### src/rtl/scroll_pkg.sv
// Shared definitions for the scroll controller: FSM state codes, direction
// encodings and the bit-width helper used to size counters and the pos output.
package scroll_pkg;

  typedef enum logic [1:0] {
    ST_IDLE  = 2'd0,
    ST_RUN   = 2'd1,
    ST_PAUSE = 2'd2
  } state_e;

  localparam logic DIR_LEFT  = 1'b1;
  localparam logic DIR_RIGHT = 1'b0;

  // Number of bits needed to hold the value v (at least 1).
  function automatic int unsigned clogb2(input int unsigned v);
    int unsigned n;
    int unsigned x;
    n = 0;
    x = v;
    while (x > 0) begin
      n = n + 1;
      x = x >> 1;
    end
    return (n == 0) ? 1 : n;
  endfunction

endpackage

### src/rtl/scroll_controller_tick_prescaler.sv
// Period counter for RUN timing: counts 0..period-1, flags the terminal count
// and reloads its period register at each terminal count or on an explicit load.
module tick_prescaler
  import scroll_pkg::*;
#(
  parameter int unsigned PER_W      = 26,
  parameter int unsigned RST_PERIOD = 50000000
) (
  input  logic             clk,
  input  logic             rst_n,
  input  logic             clr,
  input  logic             en,
  input  logic             load,
  input  logic [PER_W-1:0] period_in,
  output logic             tc_c
);

  logic [PER_W-1:0] cnt_q, cnt_d;
  logic [PER_W-1:0] period_q, period_d;

  assign tc_c = (cnt_q == (period_q - PER_W'(1)));

  // Next count and period; clear wins over enable.
  always_comb begin
    cnt_d    = cnt_q;
    period_d = period_q;
    if (clr) begin
      cnt_d = '0;
    end else if (en) begin
      cnt_d = tc_c ? '0 : (cnt_q + PER_W'(1));
    end
    if (load || (en && !clr && tc_c)) begin
      period_d = period_in;
    end
  end

  // Counter and period registers.
  always_ff @(posedge clk or negedge rst_n) begin
    if (!rst_n) begin
      cnt_q    <= '0;
      period_q <= PER_W'(RST_PERIOD);
    end else begin
      cnt_q    <= cnt_d;
      period_q <= period_d;
    end
  end

endmodule

### src/rtl/scroll_controller.sv
// Shift-strobe sequencer for the word-rotation datapath. Handles start, pause,
// resume, stop and single-step, selectable period (TICK_M >> speed) and tracks
// the rotation position.
// Optional build macro SCROLL_AUTOSTOP_EN: stop automatically after WORD_LEN
// timed shifts and pulse the done output.
module scroll_controller
  import scroll_pkg::*;
#(
  parameter int unsigned TICK_M   = 50000000,
  parameter int unsigned WORD_LEN = 8,
  parameter int unsigned POS_W    = clogb2(WORD_LEN - 1)
) (
  input  logic             clk,
  input  logic             rst_n,
  input  logic             start,
  input  logic             pause,
  input  logic             stop,
  input  logic             step,
  input  logic             direction,
  input  logic [1:0]       speed,
  output logic             shift_en,
  output logic             shift_dir,
  output logic [POS_W-1:0] pos,
`ifdef SCROLL_AUTOSTOP_EN
  output logic             done,
`endif
  output logic             busy,
  output logic [1:0]       state
);

  localparam int unsigned PER_W = clogb2(TICK_M);

  state_e           state_q, state_d;
  logic             shift_en_q, shift_en_d;
  logic             shift_dir_q, shift_dir_d;
  logic [POS_W-1:0] pos_q, pos_d;
  logic             busy_q, busy_d;

  logic             ps_clr, ps_en, ps_load, ps_tc_c;
  logic             do_shift;
  logic [PER_W-1:0] period_sel;

`ifdef SCROLL_AUTOSTOP_EN
  localparam int unsigned SC_W = clogb2(WORD_LEN);
  logic [SC_W-1:0]  sc_q, sc_d;
  logic             done_q, done_d;
`endif

  assign period_sel = PER_W'(TICK_M) >> speed;

  tick_prescaler #(
    .PER_W      (PER_W),
    .RST_PERIOD (TICK_M)
  ) u_prescaler (
    .clk       (clk),
    .rst_n     (rst_n),
    .clr       (ps_clr),
    .en        (ps_en),
    .load      (ps_load),
    .period_in (period_sel),
    .tc_c      (ps_tc_c)
  );

  // Next-state, prescaler control and shift/position update.
  always_comb begin
    state_d     = state_q;
    shift_en_d  = 1'b0;
    shift_dir_d = shift_dir_q;
    pos_d       = pos_q;
    ps_clr      = 1'b0;
    ps_en       = 1'b0;
    ps_load     = 1'b0;
    do_shift    = 1'b0;
`ifdef SCROLL_AUTOSTOP_EN
    sc_d        = sc_q;
    done_d      = 1'b0;
`endif

    if (stop) begin
      state_d = ST_IDLE;
      pos_d   = '0;
      ps_clr  = 1'b1;
`ifdef SCROLL_AUTOSTOP_EN
      sc_d    = '0;
`endif
    end else begin
      case (state_q)
        ST_RUN: begin
`ifdef SCROLL_AUTOSTOP_EN
          if (sc_q == SC_W'(WORD_LEN)) begin
            // Full revolution completed on the previous edge.
            state_d = ST_IDLE;
            done_d  = 1'b1;
            sc_d    = '0;
            ps_clr  = 1'b1;
          end else begin
`endif
            // A terminal count still shifts even when pause arrives with it.
            ps_en = ps_tc_c || !pause;
            if (ps_tc_c) begin
              do_shift = 1'b1;
`ifdef SCROLL_AUTOSTOP_EN
              sc_d     = sc_q + SC_W'(1);
`endif
            end
            if (pause) begin
              state_d = ST_PAUSE;
            end
`ifdef SCROLL_AUTOSTOP_EN
          end
`endif
        end
        ST_PAUSE: begin
          if (start) begin
            state_d = ST_RUN;
          end else if (step) begin
            do_shift = 1'b1;
          end
        end
        default: begin
          // ST_IDLE and the unused code 2'd3.
          state_d = ST_IDLE;
          if (start) begin
            state_d = ST_RUN;
            ps_clr  = 1'b1;
            ps_load = 1'b1;
          end else if (step) begin
            do_shift = 1'b1;
          end
        end
      endcase
    end

    if (do_shift) begin
      shift_en_d  = 1'b1;
      shift_dir_d = direction;
      if (direction == DIR_RIGHT) begin
        pos_d = (pos_q == '0) ? POS_W'(WORD_LEN - 1) : (pos_q - POS_W'(1));
      end else begin
        pos_d = (pos_q == POS_W'(WORD_LEN - 1)) ? '0 : (pos_q + POS_W'(1));
      end
    end
  end

  assign busy_d = (state_d == ST_RUN);

  // State and registered outputs.
  always_ff @(posedge clk or negedge rst_n) begin
    if (!rst_n) begin
      state_q     <= ST_IDLE;
      shift_en_q  <= 1'b0;
      shift_dir_q <= DIR_LEFT;
      pos_q       <= '0;
      busy_q      <= 1'b0;
    end else begin
      state_q     <= state_d;
      shift_en_q  <= shift_en_d;
      shift_dir_q <= shift_dir_d;
      pos_q       <= pos_d;
      busy_q      <= busy_d;
    end
  end

`ifdef SCROLL_AUTOSTOP_EN
  // Timed-shift counter and done pulse.
  always_ff @(posedge clk or negedge rst_n) begin
    if (!rst_n) begin
      sc_q   <= '0;
      done_q <= 1'b0;
    end else begin
      sc_q   <= sc_d;
      done_q <= done_d;
    end
  end

  assign done = done_q;
`endif

  assign shift_en  = shift_en_q;
  assign shift_dir = shift_dir_q;
  assign pos       = pos_q;
  assign busy      = busy_q;
  assign state     = state_q;

endmodule
### config.mk
export PLATFORM = sky130hd
export DESIGN_NAME = scroll_controller
export DESIGN_NICKNAME = d
export VERILOG_FILES = /design/src/rtl/scroll_pkg.sv /design/src/rtl/scroll_controller_tick_prescaler.sv /design/src/rtl/scroll_controller.sv
export SDC_FILE = /design/constraint.sdc
export NUM_CORES = 1
export LEC_CHECK = 0
export BUFFER_PORTS_ARGS = -buffer_cell sky130_fd_sc_hd__buf_2
export CORE_MARGIN = 5
export CORE_UTILIZATION = 45
export DETAILED_ROUTE_END_ITERATION = 6
export PLACE_DENSITY = 0.64
export RECOVER_POWER = 50
export SYNTH_ARGS = -nofsm -noshare
export SYNTH_HDL_FRONTEND = slang
export SYNTH_SLANG_ARGS = --single-unit
export TNS_END_PERCENT = 10
### constraint.sdc
create_clock -name clk -period 4.1 [get_ports clk]
set_input_delay 0.82 -clock clk [delete_from_list [all_inputs] [get_ports clk]]
set_output_delay 0.82 -clock clk [all_outputs]
set_load 0.01 [all_outputs]
==> results.json <==
{
  "ys_types": 54,
  "dpl_cell_area_mm2": 0.00292,
  "postCtsHoldBufs": 0,
  "cts_root_buf": "clkbuf_8",
  "place.gp.congestion": 0.803,
  "drt-total-wl_mm": 6.06,
  "syn_to_final_growth_pct": 8.36,
  "cts_sinks": 45,
  "async_reset_ff_share_pct": 100,
  "initial_utilization_pct": 46.7,
  "design_area_mm2": 0.00302,
  "vias": 2253,
  "wl_met2_mm": 2.75,
  "drc": 0,
  "routedWlPerCell_um": 15.4,
  "critPathKind": "register to register",
  "wl_met3_um": 240,
  "fin_cells": 392,
  "vias_per_cell": 5.75,
  "leakage_uw": 0.00135,
  "hold_path_class": "register to register",
  "post-route-period-util_pct": 82.9,
  "core_area_mm2": 0.00596,
  "rsz0062_at_grt": "false",
  "avgSynthCellArea_um2": 9.16,
  "ys_ff_latch": 45,
  "antennaDiodeCount": 0,
  "drv_cap": 1,
  "crit_fanout": 16,
  "setup_violations": 0,
  "ctsLongestPathBuffers": 2,
  "dp.cells": 384,
  "post-cts-setup-buffers": 0,
  "critPathTopFamily": "simple AND/OR/NAND/NOR gates",
  "first_global_vias": 2144,
  "antenna_found_initial": 0,
  "nets": 333,
  "area.sequential_mm2": 0.00113,
  "clock_latency_ns": 0.31,
  "grt-ovfl-total": 0,
  "wl_met1_mm": 2.98,
  "row_count": 28,
  "status": "finished, violations left",
  "cp-end-kind": "register",
  "dieHeight_um": 88.7,
  "finClkSkew_ns": 0.00565,
  "grt.total_usage_pct": 17.0,
  "grt_max_degree": 46,
  "tightest_slew_ns": 2.45,
  "hold_viol_final": 0,
  "crit_buf_inv": 2,
  "slew_viol_final": 46,
  "cp_data_required_time_ns": 4.35,
  "cts_buffers": 5,
  "yosysSeqAreaShare_pct": 40.7,
  "hpwl_mm": 4.19,
  "violations": "capacitance limit, slew limit",
  "hold_ws_ns": 0.484,
  "fin_util_pct": 50.7,
  "dr.first_iter.drc_count": 123,
  "first_pass_iters": 5,
  "ys_warn_count": 0,
  "clock.fmax_ghz": 0.294,
  "multi_input_area_mm2": 0.00153,
  "tritoncts": "built",
  "path_cells": "inv_1 > ha_1 > nor4b_4 > mux2i_1 > a2111oi_2 > a2111oi_4 > nor2_1 > buf_4 > and3_1 > a221o_1",
  "synthCells": 304,
  "synth_nets": 321,
  "clk_pin_slew_ns": 0.09,
  "fin_setup_tns_ns": 0,
  "ys.flop_type": "dfrtp_1",
  "die_area_mm2": 0.00786,
  "cts_resized": 0,
  "period_minus_slack_ns": 3.40,
  "p_per_area_mw_per_mm2": 316,
  "drive_gt1_share_pct": 12.6,
  "h-tree-depth": 2,
  "relSlewSlack_pct": -63.4,
  "startpoint_type": "register",
  "ir_worst_vdd_mv": 0.140,
  "dieWidth_um": 88.7,
  "io_pins": 17,
  "crit_slowest_cell": "nor2_1",
  "slowest_delay_ns": 0.76,
  "num-fill-cells": 580,
  "ant_nets": 0,
  "synth_edf_count": 0,
  "grt_pass1_wl_mm": 10.4,
  "crit_arrival_ns": 3.65,
  "port_buffers": 16,
  "dr.max_layer_used": "met4",
  "synth_area_mm2": 0.00278
}
cell usage in the layout (no fill, tap or decap), types with 8 or more instances in the layout:
master   netlist  routed
ha_1           8       8
buf_2          6      12
nand2_1       27      27
nand3_1       16      16
a21oi_1        8       8
nor3_1        20      20
inv_1         13      13
and3_1        12      12
dfrtp_1       39      39
o21ai_1       20      20
nor2_1        21      21
synthesized netlist by cell type (8+ instances only):
library cell	count	share of area, %
dfrtp_1	39	35
nand2_1	27	3.6
nor2_1	21	2.8
nor3_1	20	3.6
o21ai_1	20	3.6
nand3_1	16	2.9
inv_1	13	1.8
and3_1	12	2.7
clkbuf_1	9	1.2
a21oi_1	8	1.4
ha_1	8	3.6
layout make-up:
cell class / count / area share (%)
multi-input cells: 230 / 50.6
clock inverters: 1 / 0.166
repair buffers: 21 / 3.73
flip-flops and latches: 45 / 37.6
inverters: 13 / 1.62
clock buffers: 7 / 3.19
well taps: 75 / 3.11
worst reg2reg max path, stage by stage, from the launching register on:
cell	delay [ns]
dfrtp_1	0.50
inv_1	0.10
ha_1	0.23
nor4b_4	0.31
mux2i_1	0.15
a2111oi_2	0.51
a2111oi_4	0.15
nor2_1	0.76
buf_4	0.34
and3_1	0.18
a221o_1	0.11
power breakdown:
part	total, uW	switching (uW)	internal [uW]
clock	308	155	152
sequential	509	34.9	474
combinational	136	73.4	62.9
total	953	264	690
per-stage QoR:
step	total power, uW	setup slack [ns]
floorplan	612	1.12
global placement	653	0.800
detailed placement	657	0.663
CTS	964	0.652
global route	998	0.388
finish	953	0.700
final timing paths:
kind	startpoint	endpoint	slack (ns)	depth (start not counted)
max	u_prescaler.period_q[9]	u_prescaler.cnt_q[25]	0.70	10
min	u_prescaler.period_q[17]	u_prescaler.period_q[17]	0.48	2
max reg2reg	u_prescaler.period_q[9]	u_prescaler.cnt_q[25]	0.70	10
min reg2reg	u_prescaler.period_q[17]	u_prescaler.period_q[17]	0.48	2
max in group asynchronous	rst_n	pos[2]	1.45	1
min in group asynchronous	rst_n	u_prescaler.cnt_q[3]	1.26	1
flip-flops by register name, indices dropped and copies added (netlist names):
signal,cells
shift_dir,1
pos,3
u_prescaler.cnt_q,26
state,2
shift_en,1
u_prescaler.period_q,11
busy,1
cell families after synthesis:
family	Yosys count	synth area share, %
AO/OA/AOI/OAI	61	15.6
XOR/XNOR	14	4.40
adder cells (fa/ha/maj)	8	3.60
buffers and inverters	29	4.45
flip-flops	45	40.7
multiplexers	15	5.75
AND/OR/NAND/NOR	132	25.5
routing by layer:
layer  GRT usage (%)  up-vias
met1            24.7     1087
met2            25.4       37
met3            2.79        6
met5               0        -
met4            6.18        0
li1                -     1123
Note: power is estimated with default switching activity, not from simulation.
